[config.mk]
export PLATFORM = sky130hd
export DESIGN_NAME = accum_xcel_mem_unit
export DESIGN_NICKNAME = d
export VERILOG_FILES = /design/src/rtl/accum_xcel_mem_unit.sv
export SDC_FILE = /design/constraint.sdc
export NUM_CORES = 1
export LEC_CHECK = 0
export ABC_AREA = 0
export ABC_CLOCK_PERIOD_IN_PS = 19050
export CORE_MARGIN = 8
export CORE_UTILIZATION = 48
export CTS_BUF_LIST = sky130_fd_sc_hd__clkbuf_16
export DETAILED_ROUTE_END_ITERATION = 12
export PLACE_DENSITY = 0.79
export SYNTH_ARGS = -nofsm -noshare
export SYNTH_HDL_FRONTEND = slang
export SYNTH_SLANG_ARGS = --single-unit
[constraint.sdc]
create_clock -name clk -period 19.05 [get_ports clk]
set_input_delay 1.905 -clock clk [delete_from_list [all_inputs] [get_ports clk]]
set_output_delay 1.905 -clock clk [all_outputs]
set_load 0.03 [all_outputs]
[src/rtl/accum_xcel_mem_unit.sv]
// Memory-side stage of the accumulator: turns request strobes into addressed
// word loads, bounds loads in flight, and sums the returned data.
module accum_xcel_mem_unit #(
  parameter int QDEPTH  = 4,
  parameter int MAX_OUT = 8
) (
  input  logic        clk,
  input  logic        rst,
  input  logic        start,
  input  logic [31:0] base_addr,
  input  logic        req_strobe,
  input  logic        load_done,
  output logic        memreq_val,
  input  logic        memreq_rdy,
  output logic [31:0] memreq_addr,
  input  logic        memresp_val,
  output logic        memresp_rdy,
  input  logic [31:0] memresp_data,
  output logic [31:0] result,
  output logic        result_val,
  output logic        overflow,
  output logic        busy
);

  localparam int AW = $clog2(QDEPTH);
  localparam int OW = $clog2(MAX_OUT + 1);

  typedef enum logic [1:0] {IDLE, RUN, DRAIN, DONE} state_t;

  state_t        state_q, state_d;
  logic [31:0]   base_q, base_d;
  logic [13:0]   cnt_q, cnt_d;
  logic [31:0]   mem_q [QDEPTH];
  logic [31:0]   mem_d [QDEPTH];
  logic [AW:0]   wp_q, wp_d;
  logic [AW:0]   rp_q, rp_d;
  logic [OW-1:0] out_q, out_d;
  logic [31:0]   sum_q, sum_d;
  logic          ovf_q, ovf_d;
  logic          rv_q, rv_d;

  logic empty, full, fire, accept, push;

  // Pointers carry a wrap bit so full and empty are distinguishable.
  assign empty = (wp_q == rp_q);
  assign full  = (wp_q[AW] != rp_q[AW]) &&
                 (wp_q[AW-1:0] == rp_q[AW-1:0]);

  assign busy        = (state_q == RUN) || (state_q == DRAIN);
  assign memresp_rdy = busy;
  assign memreq_val  = !empty && (out_q < OW'(MAX_OUT));
  assign memreq_addr = mem_q[rp_q[AW-1:0]];
  assign fire        = memreq_val && memreq_rdy;
  assign accept      = memresp_val && memresp_rdy;
  assign push        = (state_q == RUN) && req_strobe && !full;
  assign result      = sum_q;
  assign result_val  = rv_q;
  assign overflow    = ovf_q;

  always_comb begin
    state_d = state_q;
    base_d  = base_q;
    cnt_d   = cnt_q;
    mem_d   = mem_q;
    wp_d    = wp_q;
    rp_d    = rp_q;
    out_d   = out_q;
    sum_d   = sum_q;
    ovf_d   = ovf_q;
    rv_d    = (state_q == DONE) && !start;

    unique case (state_q)
      IDLE, DONE: begin
        if (start) begin
          state_d = RUN;
          base_d  = base_addr;
          cnt_d   = '0;
          sum_d   = '0;
          ovf_d   = 1'b0;
        end
      end
      RUN: begin
        if (load_done) state_d = DRAIN;
      end
      DRAIN: begin
        if (empty && out_q == '0) state_d = DONE;
      end
      default: state_d = IDLE;
    endcase

    if ((state_q == RUN) && req_strobe && full) ovf_d = 1'b1;

    if (push) begin
      mem_d[wp_q[AW-1:0]] = base_q + {16'd0, cnt_q, 2'b00};
      wp_d  = wp_q + 1'b1;
      cnt_d = cnt_q + 1'b1;
    end

    if (fire) rp_d = rp_q + 1'b1;

    unique case ({fire, accept})
      2'b10:   out_d = out_q + 1'b1;
      2'b01:   out_d = out_q - 1'b1;
      default: out_d = out_q;
    endcase

    if (accept) sum_d = sum_q + memresp_data;
  end

  always_ff @(posedge clk or posedge rst) begin
    if (rst) begin
      state_q <= IDLE;
      base_q  <= '0;
      cnt_q   <= '0;
      for (int i = 0; i < QDEPTH; i++) mem_q[i] <= '0;
      wp_q    <= '0;
      rp_q    <= '0;
      out_q   <= '0;
      sum_q   <= '0;
      ovf_q   <= 1'b0;
      rv_q    <= 1'b0;
    end else begin
      state_q <= state_d;
      base_q  <= base_d;
      cnt_q   <= cnt_d;
      mem_q   <= mem_d;
      wp_q    <= wp_d;
      rp_q    <= rp_d;
      out_q   <= out_d;
      sum_q   <= sum_d;
      ovf_q   <= ovf_d;
      rv_q    <= rv_d;
    end
  end

endmodule

Word level (Yosys, flattened, before mapping)
Index checks and enable logic that the tools add are counted.
Widths: inputs -> output; s select.
{ "word_totals": {"ff_bits": 220, "input_bits": 71, "elab_cells": 86} }
{ "op_classes": {"add_sub_neg": 7, "magnitude_cmp": 4, "eq_ne": 11, "muxes": 20, "n_bitwise": 2, "reduce_logical": 29} }
{ "ops": {"columns": ["cell", "n"], "rows": [
  ["$mux 32", 6],
  ["$bwmux 128", 1],
  ["$bmux 32 s2", 1],
  ["$demux 32 s2", 1],
  ["$mux 14", 3],
  ["$add 32x16->32", 1],
  ["$add 32x32->32", 1],
  ["$add 14x1->14 const B", 1],
  ["$reduce_bool 2->1", 7],
  ["$logic_and 1x1->1", 10],
  ["$pmux 4 s2", 1],
  ["$reduce_and 2->1", 4],
  ["$add 3x1->3 const B", 2],
  ["$eq 2x2->1 const B", 3],
  ["$ge 3x3->1 const B", 2],
  ["$mux 2", 3],
  ["$not 2->3", 2],
  ["$pmux 2 s3", 1],
  ["$add 4x1->4 const B", 1],
  ["$eq 2x1->1 const B", 2],
  ["$logic_not 4->1", 1],
  ["$lt 4x4->1 const B", 1],
  ["$ne 2x2->1 const B", 2],
  ["$sub 4x1->4 const B", 1],
  ["other kinds (11)", 15]
]} }

Logic depth before layout (Yosys ltp)
Gate-level depths: netlist of the first run.
{ "logic_depth": {"ltp_word": 6, "ltp_mapped": 13, "mapped_depth_nobuf": 12} }

Worst setup path after synthesis of the first run
Ideal clock, no wire load.
{ "synth_path": {"path_kind": "input to register", "from": "input port memresp_data[0]", "to": "register sum_q[18] (netlist: result[18])", "setup_time_ns": 0.126, "arrival_ns": 3.902, "required_ns": 18.924, "setup_slack_ns": 15.022, "cell_stages": 12, "path_buffers": 0, "path_cell_list": "ha_1 inv_1 fa_1 nor2b_4 o31a_1 nor4_2 o22ai_2 a31oi_4 o21ai_2 a21oi_2 mux2i_1 a311o_1"} }
{ "synth_via": {"elab_chain_len": 2} }
{ "synth_lines": {"columns": ["item", "line_no", "rtl"], "rows": [
  ["start, declared", "18", "input logic [31:0] memresp_data,"],
  ["$add 32x32->32", "107", "if (accept) sum_d = sum_q + memresp_data;"],
  ["$mux 32", "107", null],
  ["end signal, assigned", "130", "sum_q <= sum_d;"],
  ["end, declared", "38", "logic [31:0] sum_q, sum_d;"]
]} }
Every way passes these cells.
A chain may end at the register's enable or synchronous reset.

Worst setup path in the final report of the first run
{ "layout_path": {"from": "register rp_q[0]", "to": "output port memreq_addr[13]"} }
{ "layout_via": {"elab_chain_len": 4} }
{ "layout_lines": {"columns": ["item", "line_no", "rtl"], "rows": [
  ["start, declared", "36", "logic [AW:0] rp_q, rp_d;"],
  ["start signal, assigned", "128", "rp_q <= rp_d;"],
  ["$not 2->3 (not written as such)", "52", "assign memreq_addr = mem_q[rp_q[AW-1:0]];"],
  ["$bmux 32 s2", "52", null],
  ["$mux 32 (not written as such) (2 in a row)", "52", null],
  ["end, declared", "15", "output logic [31:0] memreq_addr,"]
]} }
Every way passes these cells. The select of a mux whose other input is x is not followed.

==> results of run 1 <==
critical path: stages, from the launching register on:
cell	delay [ns]
dfrtp_2	0.52
buf_4	0.53
mux4_2	0.63
clkdlybuf4s50_1	0.63
stage by stage:
step	hold slack, ns	worst slack (ns)	util	instance area [um^2]
floorplan	0.445	11.12	-	11600
global placement	0.456	14.35	0.552	13300
detailed placement	0.465	14.32	0.552	13300
CTS	0.478	14.22	0.586	14100
global route	0.496	14.14	0.586	14100
finish	0.472	14.29	0.586	14100
flip-flops by register name, summed over array words and instances, names as in the netlist:
signal	count
base_q	32
mem_q	128
cnt_q	14
result	32
out_q	4
overflow	1
result_val	1
state_q	2
rp_q	3
wp_q	3
placed cells by master, fill, tap and decap left out, types with 3 or more instances in the layout:
cell               n
nand2b_1           8
nor4_1             3
inv_1             33
a22o_1             5
a211oi_1           3
nand3_1           26
clkinv_1           5
or3_1              3
dfrtp_1          219
nand2_1          192
ha_1              57
o21bai_1           4
o21a_1             3
nor3_1             7
o21ai_1           17
clkdlybuf4s50_1  139
o21ai_0          167
buf_4              6
and3_1            13
a21o_1            16
clkbuf_16         24
mux2_2            45
bufinv_16          4
a21oi_1           47
xnor2_1           35
nor2_1            31
xor2_1            26
a31oi_1            5
mux2i_1            9
nand2_2            5
clkinvlp_4         3
clkinv_2           4
nand4_1            8
mux4_2            32
nor2b_1            5
fa_1               3
synth_stat cells, types with 2 or more instances:
cell | instances | area, um^2
ha_1 | 57 | 713
nor3_1 | 7 | 35.0
nor2b_1 | 5 | 31.3
a22o_1 | 5 | 43.8
mux2_2 | 45 | 507
o31a_1 | 2 | 17.5
xor2_1 | 26 | 228
buf_1 | 5 | 18.8
o21a_1 | 3 | 22.5
mux4_2 | 32 | 721
and2_1 | 2 | 12.5
buf_2 | 6 | 30.0
a21o_1 | 16 | 120
xnor2_1 | 35 | 307
nor4_1 | 3 | 18.8
o211ai_1 | 2 | 15.0
o221ai_1 | 2 | 17.5
nand4_1 | 8 | 50.1
fa_1 | 3 | 60.1
nand2_1 | 197 | 739
a21oi_1 | 48 | 240
a311o_1 | 2 | 20.0
nor2_1 | 31 | 116
o21ai_2 | 2 | 17.5
or3_1 | 3 | 18.8
xnor2_2 | 2 | 32.5
a31oi_1 | 5 | 31.3
nand2b_1 | 8 | 50.1
o21bai_1 | 4 | 30.0
a32o_1 | 2 | 20.0
o21ai_1 | 17 | 85.1
o31ai_1 | 2 | 15.0
a211oi_1 | 3 | 22.5
clkbuf_1 | 40 | 150
o21ai_0 | 167 | 836
nand3_1 | 26 | 130
inv_1 | 31 | 116
and3_1 | 13 | 81.3
dfrtp_1 | 220 | 5510
mux2i_1 | 9 | 90.1
a21boi_0 | 2 | 15.0
layout make-up:
type                    count  share of cell area
clock buffers              24              0.0427
clock inverters            20              0.0148
well taps                 324              0.0288
repair buffers            145               0.102
multi-input cells         820               0.412
inverters                  31             0.00880
flip-flops and latches    220               0.391
cell families after synthesis:
| group | after synthesis |
|---|---|
| simple gates | 310 |
| compound gates | 301 |
| flops | 220 |
| mux | 86 |
| buf+inv | 84 |
| xor+xnor | 63 |
| fa+ha+maj | 60 |
worst paths after layout:
path | start | to | slack, ns | cells after the start
max in group asynchronous | rst | mem_q[36] | 15.02 | 4
min reg2reg | mem_q[36] | mem_q[36] | 0.47 | 2
min | mem_q[36] | mem_q[36] | 0.47 | 2
min in group asynchronous | rst | result[0] | 1.84 | 2
max | rp_q[0] | memreq_addr[13] | 14.29 | 3
max reg2reg | rp_q[1] | mem_q[96] | 15.58 | 6
layer usage:
layer  global-route usage  share of wire  routed length, um
met3               0.0489          0.069               1910
met1                0.246           0.43              11900
met5                    0              0                  0
met2                0.322           0.48              13200
met4               0.0465          0.020                561
report_power, final:
group / internal [W] / total [W] / switching (W)
Combinational: 0.000581 / 0.00133 / 0.000749
Clock: 0.000284 / 0.000473 / 0.000189
Sequential: 0.000675 / 0.000822 / 0.000147
Total: 0.00154 / 0.00263 / 0.00109
==> flow_summary.json, run 1 <==
{
  "synth_area_mm2": 0.0116,
  "crit_path_end_kind": "primary output",
  "antenna_found_initial": 0,
  "synth_top_family_by_area": "compound AO/OA/AOI/OAI gates",
  "ys_seq_elements": 220,
  "cts_hold_buf": 0,
  "synth_fa_ha_area_frac": 0.0666,
  "synthCells": 1124,
  "final_cells": 1584,
  "drive_gt1_frac": 0.114,
  "synth_ff_type": "dfrtp_1",
  "clock-sinks": 220,
  "clock-skew-final_ns": 0.0196,
  "via_per_inst": 5.59,
  "async_reset_ff_frac": 1.00,
  "grt_first_pass_wirelength_um": 46200,
  "path_clk_slew_ns": 0.06,
  "die_w_um": 172,
  "clock_latency_ns": 0.52,
  "crit_arrival_ns": 2.86,
  "min_path_type": "flop to flop",
  "p_leak_nw": 6.22,
  "crit_required_ns": 17.14,
  "routabilityCongestion": 0.874,
  "ant_nets": 0,
  "synthMuxAreaShare": 0.113,
  "finalCritPeriodShare": 0.250,
  "fmax_mhz": 210,
  "setup_viol": 0,
  "hold_viol": 0,
  "ios": 140,
  "portBuffers": 139,
  "diodes": 0,
  "h-tree-depth": 1,
  "post_cts_buffers": 0,
  "cts_resized": 0,
  "multi_input_area_mm2": 0.00580,
  "grt_usage": 0.192,
  "n_fill_cell": 2005,
  "drtPass1Iterations": 5,
  "ys_types": 67,
  "die_h_um": 172,
  "cts_tree": "done",
  "syn_nets": 1255,
  "area_growth_pct": 21.2,
  "grt_max_degree": 82,
  "drt_iter0_drc": 590,
  "first_global_vias": 9203,
  "avgSynthCellArea_um2": 10.3,
  "critPathMaxFanout": 28,
  "dpl.hpwl_um": 19200,
  "critPathLaunchType": "flop",
  "p_per_area_mw_per_mm2": 187,
  "worst_pin_slew_ns": 1.12,
  "run_status": "finished clean",
  "cts-root-buf": "clkbuf_16",
  "yosysSeqAreaShare": 0.474,
  "cts.path.max_buffers": 3,
  "final.min_clock_period_ns": 4.76,
  "layout.nets": 1373,
  "tns_ns": 0,
  "relSlewSlack": 0.253,
  "synth_compound_area_frac": 0.152,
  "power_w": 0.00263,
  "rsz0062_at_grt": "no",
  "path_class": "flop to primary output",
  "gr-total-overflow": 0,
  "synth-simple-area-share": 0.116,
  "synth_xor_area_frac": 0.0488,
  "die_area_mm2": 0.0294,
  "start_util": 0.483,
  "wl_per_cell_um": 17.4,
  "seq_area_mm2": 0.00551,
  "num_rows": 57,
  "vdd.ir_drop.worst_mv": 0.107,
  "drc": 0,
  "via_count": 8850,
  "cts_made_buffers": 24,
  "place_inst": 1540,
  "core_mm2": 0.0240,
  "synth_enable_flop_cells": 0,
  "drv_cap": 0,
  "slew_violations": 0,
  "ys_warn_count": 0,
  "wirelength_um": 27600
}
No activity file was read; power rests on OpenSTA's default activity.
==> run 2, diff against run 1 <==
Settings changed: ABC_CLOCK_PERIOD_IN_PS 19050 to 4000, PLACE_DENSITY 0.79 to 0.82.
Clock period 19.05 ns to 4 ns, I/O delays scaled along.
==> run 2 against run 1 <==
  * Core utilization rose by 0.17 points
  * Sequential power grew to 4.7 times the previous value
  * Non-clock buffer count up 3
  * Register-to-register slack lost 15 ns
  * First-iteration DRC count shrank 3.2%
  * Critical path type is now flop to flop
  * Critical endpoint is now mem_q[18]
  * Largest cell class unchanged
  * Largest power group unchanged
==> flow_summary.json, run 2 (same netlist as run 1, synthesis figures left out) <==
{
  "min_path_type": "input port to async pin",
  "antenna_found_initial": 1,
  "critPathLaunchType": "flop",
  "die_area_mm2": 0.0294,
  "rr_startpoint": "cnt_q[0]",
  "crit_arrival_ns": 3.59,
  "routabilityCongestion": 0.848,
  "reg2regPathDepth": 12,
  "slew_violations": 0,
  "crit_start": "cnt_q[0]",
  "via_per_inst": 5.60,
  "portBuffers": 139,
  "h-tree-depth": 1,
  "cp_common_cell": "o21ai_0",
  "post_cts_buffers": 0,
  "finalCritPeriodShare": 0.812,
  "slowest_delay_ns": 0.64,
  "p_int_w": 0.00732,
  "fmax_mhz": 308,
  "die_h_um": 172,
  "cp_top_family": "compound AO/OA/AOI/OAI gates",
  "path_clk_slew_ns": 0.06,
  "power.share.clock": 0.178,
  "cp_cell_sequence": "ha_1, inv_1, fa_1, nor2b_1, o21ai_0, a21boi_0, o21ai_0, a21oi_1, o21ai_1, nand2_1, xnor2_1, o21ai_0",
  "fin_util": 0.587,
  "ios": 140,
  "dpl.hpwl_um": 19600,
  "drt_iter0_drc": 571,
  "drtPass1Iterations": 5,
  "slowest_stage": "o21ai_1",
  "drc": 0,
  "num_rows": 57,
  "gr-total-overflow": 0,
  "grt_usage": 0.194,
  "first_global_vias": 9287,
  "drv_cap": 0,
  "clock-sinks": 220,
  "path_class": "flop to flop",
  "crit_required_ns": 4.34,
  "core_mm2": 0.0240,
  "p_per_area_mw_per_mm2": 886,
  "mostFrequentLayoutCells": "dfrtp_1 (219), nand2_1 (193), o21ai_0 (167)",
  "multi_input_area_mm2": 0.00579,
  "wirelength_um": 28400,
  "clock_latency_ns": 0.53,
  "grt_max_degree": 88,
  "final_area_mm2": 0.0141,
  "cts_tree": "done",
  "die_w_um": 172,
  "cts_made_buffers": 25,
  "path_buf_inv": 1,
  "max_flop_register": "mem_q",
  "swShare": 0.414,
  "cts_resized": 0,
  "rsz0062_at_grt": "no",
  "critPathMaxFanout": 7,
  "reg2reg_to": "mem_q[18]",
  "setup_viol": 0,
  "worst-path-stages": 12,
  "seq_area_mm2": 0.00551,
  "layout.nets": 1377,
  "via_count": 8892,
  "area_growth_pct": 21.5,
  "grt_first_pass_wirelength_um": 46700,
  "drive_gt1_frac": 0.114,
  "reg2reg_slack_ns": 0.75,
  "largest_reg_flops": 128,
  "power.switching_w": 0.00518,
  "pwr-share-seq": 0.312,
  "cts_hold_buf": 0,
  "vdd.ir_drop.worst_mv": 0.561,
  "final.min_clock_period_ns": 3.25,
  "cts-root-buf": "clkbuf_16",
  "relSlewSlack": 0.216,
  "wl_per_cell_um": 17.9,
  "start_util": 0.483,
  "ant_nets": 0,
  "p_leak_nw": 6.26,
  "tns_ns": 0,
  "worst_pin_slew_ns": 1.17,
  "clock-skew-final_ns": 0.0168,
  "critPathCapture": "mem_q[18]",
  "mostFrequentLayoutCell": "dfrtp_1",
  "dpl-instance-area_mm2": 0.0133,
  "hold_viol": 0,
  "n_fill_cell": 1957,
  "run_status": "finished clean",
  "crit_path_end_kind": "flop",
  "cts.path.max_buffers": 3,
  "combinationalPowerShare": 0.511
}
[run 2: layer usage]
metal  part of all wire  GRT usage  vias up
li1                   -          -     4230
met5            0.00032          0        -
met2               0.48      0.328      253
met1               0.42      0.245     4363
met3              0.076     0.0514       44
met4              0.018     0.0495        2
[run 2: worst min-delay path by stage]
stage	from	endpoint	slack, ns	cells past startpoint
after detailed placement	mem_q[46]	mem_q[46]	0.47	2
final	rst	result[0]	0.43	2
after global routing	base_addr[8]	base_q[8]	0.49	2
after floorplan	mem_q[35]	mem_q[35]	0.44	2
after CTS	rst	result[0]	0.45	2
after global placement	mem_q[82]	mem_q[82]	0.46	2
[run 2: layout make-up]
cell class              instances  share of cell area
multi-input cells             820               0.410
flip-flops and latches        220               0.390
repair buffers                148               0.106
clock buffers                  25              0.0443
well taps                     324              0.0287
clock inverters                20              0.0119
inverters                      31             0.00851
diodes                          1            0.000177
[run 2: through the flow]
stage | total power, W | cells | setup WS [ns] | hold slack [ns]
after floorplan | 0.00825 | 1124 | 0.732 | 0.445
after global placement | 0.0101 | 1543 | 0.850 | 0.456
after detailed placement | 0.0103 | 1543 | 0.805 | 0.468
after CTS | 0.0126 | 1588 | 0.804 | 0.446
after global routing | 0.0133 | 1588 | 0.564 | 0.488
final | 0.0125 | 1589 | 0.752 | 0.430
[run 2: power groups by stage]
stage	Clock [W]	Combinational, W	Sequential (W)
6_report	0.00222	0.00638	0.00390
4_1_cts	0.00227	0.00644	0.00390
3_3_place_gp	0	0.00623	0.00385
3_5_place_dp	0	0.00639	0.00391
5_1_grt	0.00236	0.00695	0.00402
2_1_floorplan	0	0.00428	0.00396
==> run 3, diff against run 2 <==
Settings changed: ABC_CLOCK_PERIOD_IN_PS 4000 to 3200, PLACE_DENSITY 0.82 to 0.79.
Clock period 4 ns to 3.2 ns, I/O delays scaled along.
==> run 3 against run 2 <==
  * Core utilization grew 0.21 points
  * Die area is the same
  * Hold slack lost 0.18 ns
  * Flip-flop and latch count is the same
  * Final cell count grew 0.44%
  * Worst setup slack lost 0.47 ns
  * Via count grew 0.22%
  * Non-clock buffer count grew 10
  * Final area grew 0.35%
  * Wire length is essentially flat
  * Global-route usage grew 0.20 points
  * Sequential share of layout area shrank 0.14 points
==> flow_summary.json, run 3 (same netlist as run 1, synthesis figures left out) <==
{
  "rsz0062_at_grt": "no",
  "layout.nets": 1386,
  "first_global_vias": 9334,
  "h-tree-depth": 1,
  "finalCritPeriodShare": 0.912,
  "max_flop_register": "mem_q",
  "gr-total-overflow": 0,
  "cts-root-buf": "clkbuf_16",
  "grt_first_pass_wirelength_um": 47000,
  "p_per_area_mw_per_mm2": 1100,
  "die_h_um": 172,
  "crit_path_end_kind": "primary output",
  "slowest_stage": "clkdlybuf4s50_1",
  "setup_viol": 0,
  "ant_nets": 0,
  "area_growth_pct": 21.9,
  "grt_usage": 0.196,
  "drc": 0,
  "core_mm2": 0.0240,
  "ios": 140,
  "hold_viol": 0,
  "fmax_mhz": 343,
  "drv_cap": 0,
  "final.min_clock_period_ns": 2.92,
  "critPathLaunchType": "flop",
  "slowest_delay_ns": 0.62,
  "relSlewSlack": 0.449,
  "die_area_mm2": 0.0294,
  "hold_ws_ns": 0.252,
  "run_status": "finished clean",
  "slew_violations": 0,
  "critPathMaxFanout": 28,
  "drtPass1Iterations": 5,
  "crit_arrival_ns": 2.60,
  "mostFrequentLayoutCell": "dfrtp_1",
  "clock-skew-final_ns": 0.0274,
  "min_path_type": "input port to async pin",
  "final_area_mm2": 0.0142,
  "power_w": 0.0156,
  "path_class": "flop to primary output",
  "reg2reg_slack_ns": 0.37,
  "mostFrequentLayoutCells": "dfrtp_1 (219), nand2_1 (192), o21ai_0 (167)",
  "cts_made_buffers": 24,
  "crit_required_ns": 2.88,
  "antenna_found_initial": 1,
  "via_count": 8912,
  "worst_pin_slew_ns": 0.824,
  "via_per_inst": 5.58,
  "drt_iter0_drc": 697,
  "vdd.ir_drop.worst_mv": 0.717,
  "diodes": 0,
  "dpl-instance-area_mm2": 0.0134,
  "grt_max_degree": 52,
  "dpl.hpwl_um": 20200,
  "cts_tree": "done",
  "wirelength_um": 28400,
  "num_rows": 57,
  "p_leak_nw": 6.28,
  "wl_per_cell_um": 17.8,
  "die_w_um": 172,
  "cp_cell_sequence": "buf_12, mux4_2, clkdlybuf4s50_1",
  "start_util": 0.483,
  "clock-sinks": 220,
  "routabilityCongestion": 0.862,
  "largest_reg_flops": 128,
  "cts.path.max_buffers": 3,
  "path_clk_slew_ns": 0.06,
  "portBuffers": 139,
  "tns_ns": 0,
  "clock_latency_ns": 0.53,
  "drive_gt1_frac": 0.123
}
[run 3: final cells by class]
cell class | instances | area [um^2]
Multi-Input combinational cell | 820 | 5800
Timing Repair Buffer | 158 | 1580
Clock buffer | 24 | 601
Sequential cell | 220 | 5510
Inverter | 31 | 120
Clock inverter | 19 | 151
Tap cell | 324 | 405
Fill cell | 1972 | 9870
[run 3: metal layers]
metal / global-route usage / vias up / share of wire / wire length [um]
li1: - / 4250 / - / -
met1: 0.246 / 4377 / 0.42 / 11900
met2: 0.331 / 237 / 0.48 / 13600
met3: 0.0551 / 46 / 0.080 / 2260
met4: 0.0514 / 2 / 0.021 / 600
met5: 0 / - / 0.00046 / 13
[run 3: worst paths after layout]
path | from | end | cells past startpoint
min reg2reg | mem_q[26] | mem_q[26] | 2
max reg2reg | cnt_q[0] | mem_q[50] | 12
max in group asynchronous | rst | base_q[19] | 3
min in group clk | base_addr[28] | base_q[28] | 2
min | rst | result[0] | 2
max | rp_q[0] | memreq_addr[4] | 3
[run 3: power breakdown]
part	total, W	switching [W]	internal, W
registers	0.00490	0.000877	0.00402
clock network	0.00264	0.00112	0.00153
logic	0.00805	0.00452	0.00353
total	0.0156	0.00652	0.00907
[run 3: through the flow]
stage	std cells	util	worst slack, ns
2_1_floorplan	1124	-	0.0119
3_3_place_gp	1553	0.558	0.109
3_5_place_dp	1553	0.558	0.0368
4_1_cts	1596	0.589	0.173
5_1_grt	1596	0.589	0.0693
6_report	1596	0.589	0.280
[run 3: what timing repair did]
action                     in CTS  in global routing
setup buffers                   0                  0
setup endpoints to repair       0                 28
hold buffers                    0                  0
gates resized for setup         0                  1
[run 3: worst max-delay path, delay by kind of cell, from the launching register on]
family   cells  cell delay, ns
mux          1            0.59
flops        1            0.54
buf+inv      2            0.92
